<file path="src/rtl/serie_paralelo_rx.sv">
// Serial-to-parallel receiver: hunts for COM_CHAR, locks to word boundaries, then delivers payload words.
// Optional payload word counter is enabled by defining SP_BYTE_COUNT_EN.
module serie_paralelo_rx #(
    parameter int               WIDTH      = 8,
    parameter logic [WIDTH-1:0] COM_CHAR   = 8'hBC,
    parameter int               LOCK_COUNT = 4
) (
    input  logic             clk_8f,
    input  logic             reset,
    input  logic             data_in,
    output logic [WIDTH-1:0] data_out,
    output logic             valid_out,
    output logic             active,
    output logic             byte_strobe
`ifdef SP_BYTE_COUNT_EN
    ,
    output logic [7:0]       byte_count
`endif
);

    localparam logic [1:0] HUNT   = 2'd0;
    localparam logic [1:0] SYNC   = 2'd1;
    localparam logic [1:0] LOCKED = 2'd2;

    localparam logic [2:0] LAST_BIT = 3'(WIDTH - 1);
    localparam logic [3:0] LOCK_CNT = 4'(LOCK_COUNT);

    logic [1:0]       state;
    logic [WIDTH-2:0] sr;
    logic [2:0]       bit_cnt;
    logic [3:0]       bc_cnt;
    logic [WIDTH-1:0] w;
    logic             word_done;

    // Candidate word includes the bit being sampled on this edge
    assign w         = {sr, data_in};
    assign word_done = (bit_cnt == LAST_BIT);

    always_ff @(posedge clk_8f or posedge reset) begin
        if (reset) begin
            state       <= HUNT;
            sr          <= '0;
            bit_cnt     <= '0;
            bc_cnt      <= '0;
            data_out    <= '0;
            valid_out   <= 1'b0;
            active      <= 1'b0;
            byte_strobe <= 1'b0;
`ifdef SP_BYTE_COUNT_EN
            byte_count  <= '0;
`endif
        end else begin
            sr          <= w[WIDTH-2:0];
            bit_cnt     <= bit_cnt + 3'd1;
            byte_strobe <= 1'b0;
            case (state)
                HUNT: begin
                    if (w == COM_CHAR) begin
                        bit_cnt <= '0;
                        bc_cnt  <= 4'd1;
                        if (LOCK_COUNT == 1) begin
                            state  <= LOCKED;
                            active <= 1'b1;
                        end else begin
                            state <= SYNC;
                        end
                    end
                end
                SYNC: begin
                    // A mismatching word drops back to HUNT without being rescanned
                    if (word_done) begin
                        if (w == COM_CHAR) begin
                            bc_cnt <= bc_cnt + 4'd1;
                            if (bc_cnt + 4'd1 == LOCK_CNT) begin
                                state  <= LOCKED;
                                active <= 1'b1;
                            end
                        end else begin
                            state  <= HUNT;
                            bc_cnt <= '0;
                        end
                    end
                end
                LOCKED: begin
                    if (word_done) begin
                        byte_strobe <= 1'b1;
                        if (w != COM_CHAR) begin
                            data_out  <= w;
                            valid_out <= 1'b1;
`ifdef SP_BYTE_COUNT_EN
                            byte_count <= byte_count + 8'd1;
`endif
                        end else begin
                            valid_out <= 1'b0;
                        end
                    end
                end
                default: begin
                    state <= HUNT;
                end
            endcase
        end
    end

endmodule

</file>
<file path="config.mk">
export PLATFORM = sky130hd
export DESIGN_NAME = serie_paralelo_rx
export DESIGN_NICKNAME = d
export VERILOG_FILES = /design/src/rtl/serie_paralelo_rx.sv
export SDC_FILE = /design/constraint.sdc
export NUM_CORES = 1
export LEC_CHECK = 0
export CORE_MARGIN = 1.5
export CORE_UTILIZATION = 35
export CTS_CLUSTER_SIZE = 40
export DETAILED_ROUTE_END_ITERATION = 8
export REMOVE_ABC_BUFFERS = 1
export SETUP_SLACK_MARGIN = 0.4
export SYNTH_ARGS = -nofsm -noshare
export SYNTH_HDL_FRONTEND = slang
export SYNTH_SLANG_ARGS = --single-unit
</file>
<file path="constraint.sdc">
create_clock -name clk_8f -period 1.9 [get_ports clk_8f]
set_clock_uncertainty 0.1 [all_clocks]
set_input_delay 0.57 -clock clk_8f [delete_from_list [all_inputs] [get_ports clk_8f]]
set_output_delay 0.57 -clock clk_8f [all_outputs]
set_load 0.02 [all_outputs]
</file>
=== After elaboration in Yosys (flattened, before gate mapping) ===
Cells that the tools add are included.

* Order comparisons: 0
* Div/mod/pow operators: 0
* Shift operators: 0
* Mux-type cells: 14
* $add $sub $neg: 2
* Multipliers: 0
* Reductions and logical operators: 7
* Equality and inequality tests: 9
* Bitwise operators: 1

{| class="wikitable"
|+ Operators by type and width
! kind !! count
|-
| $mux W4 || 3
|-
| $eq A8 B8 Y1 const B || 1
|-
| $mux W2 || 4
|-
| $ne A8 B8 Y1 const B || 1
|-
| $pmux W4 S2 || 1
|-
| $reduce_and A4 Y1 || 2
|-
| $mux W3 || 2
|-
| $pmux W2 S3 || 1
|-
| $reduce_and A3 Y1 || 2
|-
| $add A4 B1 Y4 const B || 1
|-
| $eq A4 B3 Y1 const B || 1
|-
| $ne A2 B2 Y1 const B || 2
|-
| $add A3 B1 Y3 const B || 1
|-
| $eq A3 B3 Y1 const B || 1
|-
| $mux W1 || 3
|-
| $ne A3 B3 Y1 const B || 1
|-
| $eq A2 B1 Y1 const B || 1
|-
| $eq A2 B2 Y1 const B || 1
|-
| $logic_not A2 Y1 || 1
|-
| $reduce_and A2 Y1 || 1
|-
| $reduce_bool A2 Y1 || 1
|-
| $not A1 Y1 || 1
|}

* Output and inout port bits: 11
* Register bits: 27
* Latch bits: 0
* Memory bits (writable): 0
* ROM bits: 0
* Memories kept: 0

=== Longest topological paths before layout ===
Gate-level depths: netlist of the first run.

* Word-level depth: 6
* Mapped depth: 6

=== Worst setup path after synthesis of the first run ===
Ideal clock, no wire load.

* Path type: input port to flip-flop
* Start point: in data_in
* End point: reg bc_cnt[2]
* Setup time: 0.126 ns
* Path slack: -0.271 ns
* Arrival time: 1.945 ns
* Path buffers: 1
* Stages on the path: 5
* Data required time: 1.674 ns
* Path through: or4b_4 -> or2_1 -> clkbuf_2 -> a21o_1 -> a221o_1

* Cells in the longest elaborated chain, start to end: 4
* Elaborated cells between the ends (all ways): 6
* Classes of those cells: eq/ne: 2; mux: 3; reduce/logical: 1

{| class="wikitable"
|+ Ends and longest elaborated chain
! item !! RTL line !! text
|-
| from (decl) || 10 || <nowiki>input logic data_in,</nowiki>
|-
| $eq A8 B8 Y1 * || 58, 72 ||
|-
| $mux W4 || 72 || <nowiki>if (w == COM_CHAR) begin</nowiki>
|-
| $mux W4 || 71 || <nowiki>if (word_done) begin</nowiki>
|-
| $pmux W4 S2 || 56 || <nowiki>case (state)</nowiki>
|-
| to (signal assigned) || 73 || <nowiki>bc_cnt <= bc_cnt + 4'd1;</nowiki>
|-
| to (decl) || 31 || <nowiki>logic [3:0] bc_cnt;</nowiki>
|}

Mark *: on every way between the ends. The rest lies on a longest branch, timed or not. The select of a mux whose other input is x is not followed.
A chain may end at the register's enable or synchronous reset.

=== Worst setup path in the final report of the first run ===
* Start point: reg sr[5]
* End point: reg bc_cnt[2]

* Cells in the longest elaborated chain, start to end: 4
* Elaborated cells between the ends (all ways): 6
* Classes of those cells: eq/ne: 2; mux: 3; reduce/logical: 1

{| class="wikitable"
|+ Ends and longest elaborated chain
! item !! RTL line !! text
|-
| from (decl) || 29 || <nowiki>logic [WIDTH-2:0] sr;</nowiki>
|-
| from (signal assigned) || 53 || <nowiki>sr <= w[WIDTH-2:0];</nowiki>
|-
| $eq A8 B8 Y1 * || 58, 72 ||
|-
| $mux W4 || 72 ||
|-
| $mux W4 || 71 ||
|-
| $pmux W4 S2 || 56 ||
|}

Marked as above.

==> qor.yml, run 1 <==
worst_slew_pin_slew_ps: 532
crit_chain: "or4b_4, or2_4, a21o_1, a221o_1"
num_rows: 20
drive_gt1_share_pct: 38.9
max_stage_delay_ps: 540
worst-setup-path-type: "flop to flop"
vdd_drop_max_mv: 0.341
num_io_pins: 14
avgRoutedWirePerCell_um: 14.0
antenna_found_initial: 0
post-route-period-util_pct: 101
dr.pass1.iters: 4
grt_pass1_wl_um: 3580
grt_max_degree: 28
status: "finished with violations"
vias: 741
p_per_area_mw_per_mm2: 663
areaGrowthSynthToFinish_pct: 31.4
internal_power_mw: 0.734
p_switching_mw: 0.221
start_util_pct: 36.5
setup_slack_ps: -23.1
p_leak_nw: 0.710
cpLargestDelayFamily: "simple AND/OR/NAND/NOR gates"
core-area_mm2: 0.00300
drc: 0
syn_inst: 83
wirelength_um: 2040
numCtsBuffers: 3
synth_area_leaders: "dfrtp_1 (62%), mux2_2 (8.2%), ha_1 (4.6%)"
fmax_mhz: 520
root_buffer: "clkbuf_4"
holdCritPathClass: "flop to flop"
grt_pass1_vias: 800
grt_setup_unrepaired: "true"
gp_congestion: 0.839
io_buffers: 13
required_ps: 2000
cp-start-kind: "flop"
fill_cells: 293
final_antenna_net_count: 0
place_hpwl_um: 1420
slew_viol_final: 0
dp_slack_ps: -675
nNetsFinal: 121
cp.arrival_ps: 2030
grt_util_all_layers_pct: 13.8
p_comb_share_pct: 8.9
synth_edf_count: 0
synth_flop_cell: "dfrtp_1"
drtIter0Drc: 14
fin_cells: 146
clkTransAtPathRegs_ps: 130
period_minus_slack_ps: 1920
power_switching_share_pct: 23.2
dieArea_mm2: 0.00348
p_clk_share_pct: 24.3
ys_warn_count: 0
diodes: 0
maxCapViolCount: 0
dieWidth_um: 59.0
cp_num_cells: 4
crit_path_max_fanout: 4
setup_violations: 2
die_h_um: 59.0
cts.sinks: 27
placed_area_mm2: 0.00134
synth-seq-area-share_pct: 61.6
cts_tree: "built"
ys_ff_latch: 27
seqPwrFrac_pct: 66.8
synth.top_cell.area_share_pct: 61.6
end_kind: "flop"
synth.avg_cell_area_um2: 13.2
report.power.total_mw: 0.955
failed_checks: "negative setup slack"
cpMaxStageDelayCell: "or4b_4"
final_hold_viol_count: 0
path_buf_inv: 0
clockBufferDepth: 2
ys_types: 30
cts_max_level: 1
yosysTopAreaCell: "dfrtp_1"
hold_depth: 0
gr-total-overflow: 0
final_area_mm2: 0.00144
syn_area_mm2: 0.00110
reg2regPathDepth: 4
async_flop_share_pct: 100
placed_cells: 138
vias_per_cell: 5.08
clock_latency_ps: 310
relSlewSlack_pct: 64.4
-- Yosys cell counts, types with 2 or more instances --
| cell type | instances |
|---|---|
| mux2_2 | 8 |
| o21ai_0 | 3 |
| ha_1 | 4 |
| o2bb2ai_1 | 2 |
| and3_1 | 2 |
| nand2b_1 | 2 |
| a22oi_1 | 2 |
| a21o_1 | 2 |
| nor2b_1 | 3 |
| o32ai_1 | 2 |
| dfrtp_1 | 27 |
| nor2_1 | 2 |
| nor4_1 | 2 |
| nand2_1 | 2 |
| inv_1 | 4 |
| nor3_1 | 2 |
-- layer usage --
metal,track usage (%),wire (um),share of wire [%]
met1,17.4,932,46
met2,23.8,1040,51
met3,3.08,62,3.0
met4,3.90,8,0.39
met5,0,0,0
-- registers in the layout, indices dropped and copies added (netlist names) --
signal and cells:
active 1, bc_cnt 4, bit_cnt 3, byte_strobe 1, data_out 8, sr 7
state 2, valid_out 1
-- final cells by class --
| class | instances | area (um^2) | area share (%) |
|---|---|---|---|
| timing repair buffer | 28 | 251 | 17.5 |
| sequential | 27 | 676 | 46.9 |
| tap | 33 | 41.3 | 2.87 |
| inverter | 4 | 15.0 | 1.04 |
| multi-input combinational | 50 | 430 | 29.9 |
| clock buffer | 4 | 26.3 | 1.82 |
-- cells in the final DEF, fill, tap and decap left out, drive strengths merged, types with 2 or more instances in the layout --
cell type  instances
a21o               2
a22oi              2
and3               2
buf               27
clkbuf             4
dfrtp             27
ha                 4
inv                4
mux2               8
nand2              3
nand2b             2
nor2               2
nor2b              3
nor3               2
nor4               2
o21ai              3
o2bb2ai            2
o32ai              2
-- final timing paths --
kind	from	endpoint	slack [ps]
setup / recovery	sr[5]$_DFF_PP0_	bc_cnt[2]$_DFFE_PP0P_	-20
hold / removal	sr[2]$_DFF_PP0_	sr[3]$_DFF_PP0_	320
setup reg to reg	sr[5]$_DFF_PP0_	bc_cnt[2]$_DFFE_PP0P_	-20
hold reg to reg	sr[2]$_DFF_PP0_	sr[3]$_DFF_PP0_	320
max in group asynchronous	reset	bc_cnt[3]$_DFFE_PP0P_	950
min in group asynchronous	reset	bit_cnt[1]$_DFF_PP0_	500
-- repair_timing --
action,in CTS,in global routing
setup buffers,2,2
gates resized for setup,76,0
setup endpoints to repair,30,30
hold buffers,0,0
pin swaps,4,3
-- cell families (layout without fill, tap and decap cells) --
logic type	Yosys count	after routing	share of synthesized area (%)
flops	27	27	61.6
simple gates	22	22	12.4
compound gates	15	15	10.2
mux	8	8	8.22
buf+inv	6	36	2.17
fa+ha+maj	4	4	4.57
xor+xnor	1	1	0.799
-- power groups by stage --
stage / clock network (mW) / logic [mW] / registers, mW
after floorplan: 0 / 0.0530 / 0.640
after global placement: 0 / 0.0776 / 0.646
after detailed placement: 0 / 0.0832 / 0.650
after CTS: 0.244 / 0.0879 / 0.638
after global routing: 0.264 / 0.100 / 0.641
final: 0.232 / 0.0852 / 0.637
-- metrics by stage --
| stage | hold slack [ps] | util (%) | setup TNS (ps) |
|---|---|---|---|
| 2_1_floorplan | 270 | - | -1690 |
| 3_3_place_gp | 288 | 44.7 | -10480 |
| 3_5_place_dp | 290 | 44.7 | -10840 |
| 4_1_cts | 324 | 47.5 | -12.9 |
| 5_1_grt | 343 | 48.0 | -775 |
| 6_report | 323 | 48.0 | -23.3 |
Note: power is estimated with default switching activity, not from simulation.
==> run 2: changes to the inputs <==
--- a/config.mk
+++ b/config.mk
@@ -9,6 +9,7 @@
 export CORE_UTILIZATION = 35
 export CTS_CLUSTER_SIZE = 40
 export DETAILED_ROUTE_END_ITERATION = 8
+export DONT_BUFFER_PORTS = 1
 export REMOVE_ABC_BUFFERS = 1
 export SETUP_SLACK_MARGIN = 0.4
 export SYNTH_ARGS = -nofsm -noshare
==> run 2 against run 1 <==
  * Sequential power is 0.6% lower
  * Design area is 9.4% lower
  * Die area stayed put
  * Highest routed layer unchanged
  * The run now ends clean
  * Non-clock buffer count is 17 lower
  * First-iteration DRC count is 7.1% lower
  * Clock power is 15% higher
  * Critical path depth stayed put
  * Setup slack better by 62 ps
  * Wire length is 2.4% lower
  * Hold slack worse by 270 ps
  * Final cell count is 12% lower
  * Largest cell class unchanged
  * Clock-buffer cell count is 1 lower
==> qor.yml, run 2 (same netlist as run 1, synthesis figures left out) <==
status: "finished, final reports clean"
grt_util_all_layers_pct: 13.9
wirelength_um: 1990
end_kind: "flop"
final_antenna_net_count: 0
final_cell_mix: "dfrtp_1 (20), buf_4 (11), mux2_2 (8)"
placed_area_mm2: 0.00120
setup_violations: 0
root_buffer: "clkbuf_4"
vdd_drop_max_mv: 0.481
period_minus_slack_ps: 1860
drc: 0
reg2regPathDepth: 4
fmax_mhz: 537
required_ps: 2040
slew_viol_final: 0
gp_congestion: 0.851
core-area_mm2: 0.00300
grt_max_degree: 28
die_h_um: 59.0
num_io_pins: 14
num_rows: 20
final_common_cell: "dfrtp_1"
r2r_start: "sr[5]$_DFF_PP0_"
vias: 700
p_leak_nw: 0.619
post-route-period-util_pct: 98.0
p_per_area_mw_per_mm2: 755
areaGrowthSynthToFinish_pct: 19.1
cts_hold_buf: 0
relSlewSlack_pct: 75.3
avgRoutedWirePerCell_um: 15.4
maxCapViolCount: 0
crit_path_max_fanout: 4
cts.sinks: 27
cp.arrival_ps: 2000
fill_cells: 287
drtIter0Drc: 13
dieWidth_um: 59.0
dr.pass1.iters: 4
cts_tree: "built"
clockBufferDepth: 2
grt_setup_unrepaired: "true"
diodes: 0
r2r_setup_slack_ps: 40
nNetsFinal: 104
io_buffers: 0
vias_per_cell: 5.43
clkTransAtPathRegs_ps: 160
worst_slew_pin_slew_ps: 370
dieArea_mm2: 0.00348
numCtsBuffers: 3
worst-setup-path-type: "flop to flop"
fin_setup_tns_ps: 0
grt_pass1_wl_um: 3550
place_hpwl_um: 1390
cts_max_level: 1
gr-total-overflow: 0
drive_gt1_share_pct: 40.6
worstReg2RegEnd: "bc_cnt[2]$_DFFE_PP0P_"
hold_slack_ps: 51.5
final-seq-area_um2: 684
cp-start-kind: "flop"
largest_register: "data_out"
antenna_found_initial: 0
start_util_pct: 36.5
final_area_mm2: 0.00131
clock_latency_ps: 340
grt_pass1_vias: 749
holdCritPathClass: "primary input to async pin"
final_hold_viol_count: 0
final_util_pct: 43.5
multi_input_area_um2: 450
top_regs: "data_out x8, sr x7, bc_cnt x4"
largest_register_ffs: 8
## run 2: what timing repair did
action | CTS | global route
endpoints found under the setup margin | 26 | 30
hold endpoints to repair | 0 | 0
buffers inserted | 1 | 0
resized for setup | 14 | 2
pin swaps | 6 | 1
## run 2: worst max path at each step
stage	from	end	slack [ps]	cells after the start
detailed placement	data_in	data_out[4]$_DFFE_PP0P_	-230	4
global placement	data_in	bc_cnt[2]$_DFFE_PP0P_	-210	4
CTS	sr[5]$_DFF_PP0_	data_out[1]$_DFFE_PP0P_	20	4
floorplan	data_in	bc_cnt[2]$_DFFE_PP0P_	-220	4
global route	sr[5]$_DFF_PP0_	data_out[1]$_DFFE_PP0P_	-20	4
finish	sr[5]$_DFF_PP0_	bc_cnt[2]$_DFFE_PP0P_	40	4
## run 2: through the flow
step	power [mW]	worst slack [ps]	instances
4_1_cts	1.00	18.6	129
2_1_floorplan	0.693	-219	81
3_3_place_gp	0.720	-212	124
3_5_place_dp	0.727	-227	124
6_report	0.985	38.5	129
5_1_grt	1.03	-21.7	129
## run 2: worst max-delay path: stages, from the launching register on
cell and delay (ps):
dfrtp_1 420, or4b_4 490, or2_4 270, a21o_1 180, a221o_1 310
## run 2: layout make-up
| cell class | instances | area share (%) |
|---|---|---|
| clock buffer | 3 | 1.73 |
| clock inverter | 1 | 0.671 |
| inverter | 4 | 1.15 |
| multi-input combinational | 50 | 34.5 |
| sequential | 27 | 52.4 |
| tap | 33 | 3.16 |
| timing repair buffer | 11 | 6.33 |
## run 2: routing by layer
metal	track usage, %	vias to the layer above	part of all wire (%)
met1	18.0	359	43
met5	0	-	0
met2	21.9	13	52
met4	6.49	0	1.3
li1	-	324	-
met3	3.30	4	4.4
## run 2: power breakdown
| group | switching [mW] | total, mW | internal (mW) |
|---|---|---|---|
| combinational | 0.0455 | 0.0855 | 0.0401 |
| clock | 0.180 | 0.266 | 0.0859 |
| sequential | 0.0222 | 0.633 | 0.611 |
==> run 3: changes to the inputs <==
--- a/config.mk
+++ b/config.mk
@@ -7,7 +7,7 @@
 export LEC_CHECK = 0
 export CORE_MARGIN = 1.5
 export CORE_UTILIZATION = 35
-export CTS_CLUSTER_SIZE = 40
+export CTS_CLUSTER_SIZE = 10
 export DETAILED_ROUTE_END_ITERATION = 8
 export DONT_BUFFER_PORTS = 1
 export REMOVE_ABC_BUFFERS = 1
==> constraint.sdc (replaced) <==
create_clock -name clk_8f -period 1.9 [get_ports clk_8f]
set_clock_uncertainty 0.1 [all_clocks]
set_input_delay 0.57 -clock clk_8f [delete_from_list [all_inputs] [get_ports clk_8f]]
set_output_delay 0.57 -clock clk_8f [all_outputs]
set_load 0.05 [all_outputs]
==> run 3 against run 2 <==
  * Clock-buffer cell count unchanged
  * Critical path depth unchanged
  * Design area about the same
  * Largest power group unchanged
  * Highest routed layer unchanged
==> qor.yml, run 3 (same netlist as run 1, synthesis figures left out) <==
relSlewSlack_pct: 68.2
top_regs: "data_out x8, sr x7, bc_cnt x4"
hold_slack_ps: 51.5
vdd_drop_max_mv: 0.481
drive_gt1_share_pct: 41.7
grt_max_degree: 28
fmax_mhz: 537
dp_slack_ps: -227
gr-total-overflow: 0
fin_cells: 129
clock_latency_ps: 340
busiest_layer: "met2"
period_minus_slack_ps: 1860
largest_register_ffs: 8
final_cell_mix: "dfrtp_1 (19), buf_4 (11), mux2_2 (8), dfrtp_2 (8)"
p_comb_share_pct: 8.7
max_stage_delay_ps: 490
r2r_setup_slack_ps: 40
final_hold_viol_count: 0
holdCritPathClass: "primary input to async pin"
reg2regPathDepth: 4
largest_register: "data_out"
required_ps: 2040
cp.arrival_ps: 2000
p_switching_mw: 0.248
cts_max_level: 1
place_hpwl_um: 1390
core-area_mm2: 0.00300
grtUsageMet1_pct: 18.0
num_rows: 20
cpMaxStageDelayCell: "or4b_4"
p_leak_nw: 0.618
setup_violations: 0
cts_hold_buf: 0
end_kind: "flop"
vias_per_cell: 5.43
fin_setup_tns_ps: 0
r2r_start: "sr[5]$_DFF_PP0_"
areaGrowthSynthToFinish_pct: 19.2
status: "finished, final reports clean"
internal_power_mw: 0.737
grt_setup_unrepaired: "true"
startpoint: "sr[5]$_DFF_PP0_"
clockBufferDepth: 2
setup_slack_ps: 38.5
cts_tree: "built"
placed_cells: 124
dr.pass1.iters: 4
slew_viol_final: 0
antenna_found_initial: 0
seqPwrFrac_pct: 64.3
crit_path_max_fanout: 4
die_h_um: 59.0
diodes: 0
crit_chain: "or4b_4, or2_4, a21o_1, a221o_1"
num_io_pins: 14
clkTransAtPathRegs_ps: 160
vias: 700
dieWidth_um: 59.0
drc: 0
grt_pass1_vias: 749
avgRoutedWirePerCell_um: 15.4
grt_pass1_wl_um: 3550
dieArea_mm2: 0.00348
worst-setup-path-type: "flop to flop"
drtIter0Drc: 13
wirelength_um: 1990
final_common_cell: "dfrtp_1"
maxCapViolCount: 0
root_buffer: "clkbuf_4"
power_switching_share_pct: 25.2
io_buffers: 0
final_antenna_net_count: 0
p_per_area_mw_per_mm2: 754
numCtsBuffers: 3
p_clk_share_pct: 27.0
post-route-period-util_pct: 98.0
cts.sinks: 27
start_util_pct: 36.5
grt_util_all_layers_pct: 13.9
grt_use_met2_pct: 21.9
nNetsFinal: 104
worst_slew_pin_slew_ps: 477
cp-start-kind: "flop"
gp_congestion: 0.851
met3_usage_pct: 3.30
==> run 3: worst paths after layout <==
path	end
worst min-delay path	active$_DFFE_PP0P_
worst max register to register	bc_cnt[2]$_DFFE_PP0P_
min in group clk_8f	sr[0]$_DFF_PP0_
max in group asynchronous	data_out[4]$_DFFE_PP0P_
worst max-delay path	bc_cnt[2]$_DFFE_PP0P_
worst min register to register	sr[3]$_DFF_PP0_
==> run 3: routing by layer <==
layer  part of all wire [%]  wire length (um)  vias to the layer above
met5                      0                 0                        -
met4                    1.3                25                        0
met3                    4.4                88                        4
met2                     52              1030                       13
met1                     43               848                      359
li1                       -                 -                      324
==> run 3: power groups by stage <==
stage / registers [mW] / logic, mW / clock network [mW]
global route: 0.639 / 0.0990 / 0.297
CTS: 0.635 / 0.0863 / 0.281
finish: 0.633 / 0.0855 / 0.266
global placement: 0.643 / 0.0772 / 0
detailed placement: 0.646 / 0.0814 / 0
floorplan: 0.640 / 0.0530 / 0
==> run 3: layout make-up <==
class / instances / area, um^2
clock buffers: 3 / 22.5
clock inverters: 1 / 8.76
fillers: 286 / 1700
inverters: 4 / 15.0
multi-input cells: 50 / 450
flip-flops and latches: 27 / 686
well taps: 33 / 41.3
repair buffers: 11 / 82.6
==> run 3: through the flow <==
step / power [mW] / instance area [um^2] / utilization, %
after CTS: 1.00 / 1290 / 43.0
after floorplan: 0.693 / 1090 / -
after global routing: 1.03 / 1310 / 43.5
final: 0.985 / 1310 / 43.5
after global placement: 0.720 / 1200 / 40.1
after detailed placement: 0.727 / 1200 / 40.1
==> run 3: what timing repair did <==
action / in CTS / in global routing
buffers inserted: 1 / 0
pin swaps: 6 / 1
endpoints found under the hold margin: 0 / 0
resized for setup: 15 / 2
endpoints found under the setup margin: 30 / 30
==> run 3: critical path: cells and delay by family, from the launching register on <==
kind	cells	cell delay [ps]
DFF	1	420
and+or+nand+nor	2	760
AOI/OAI and AO/OA	2	490
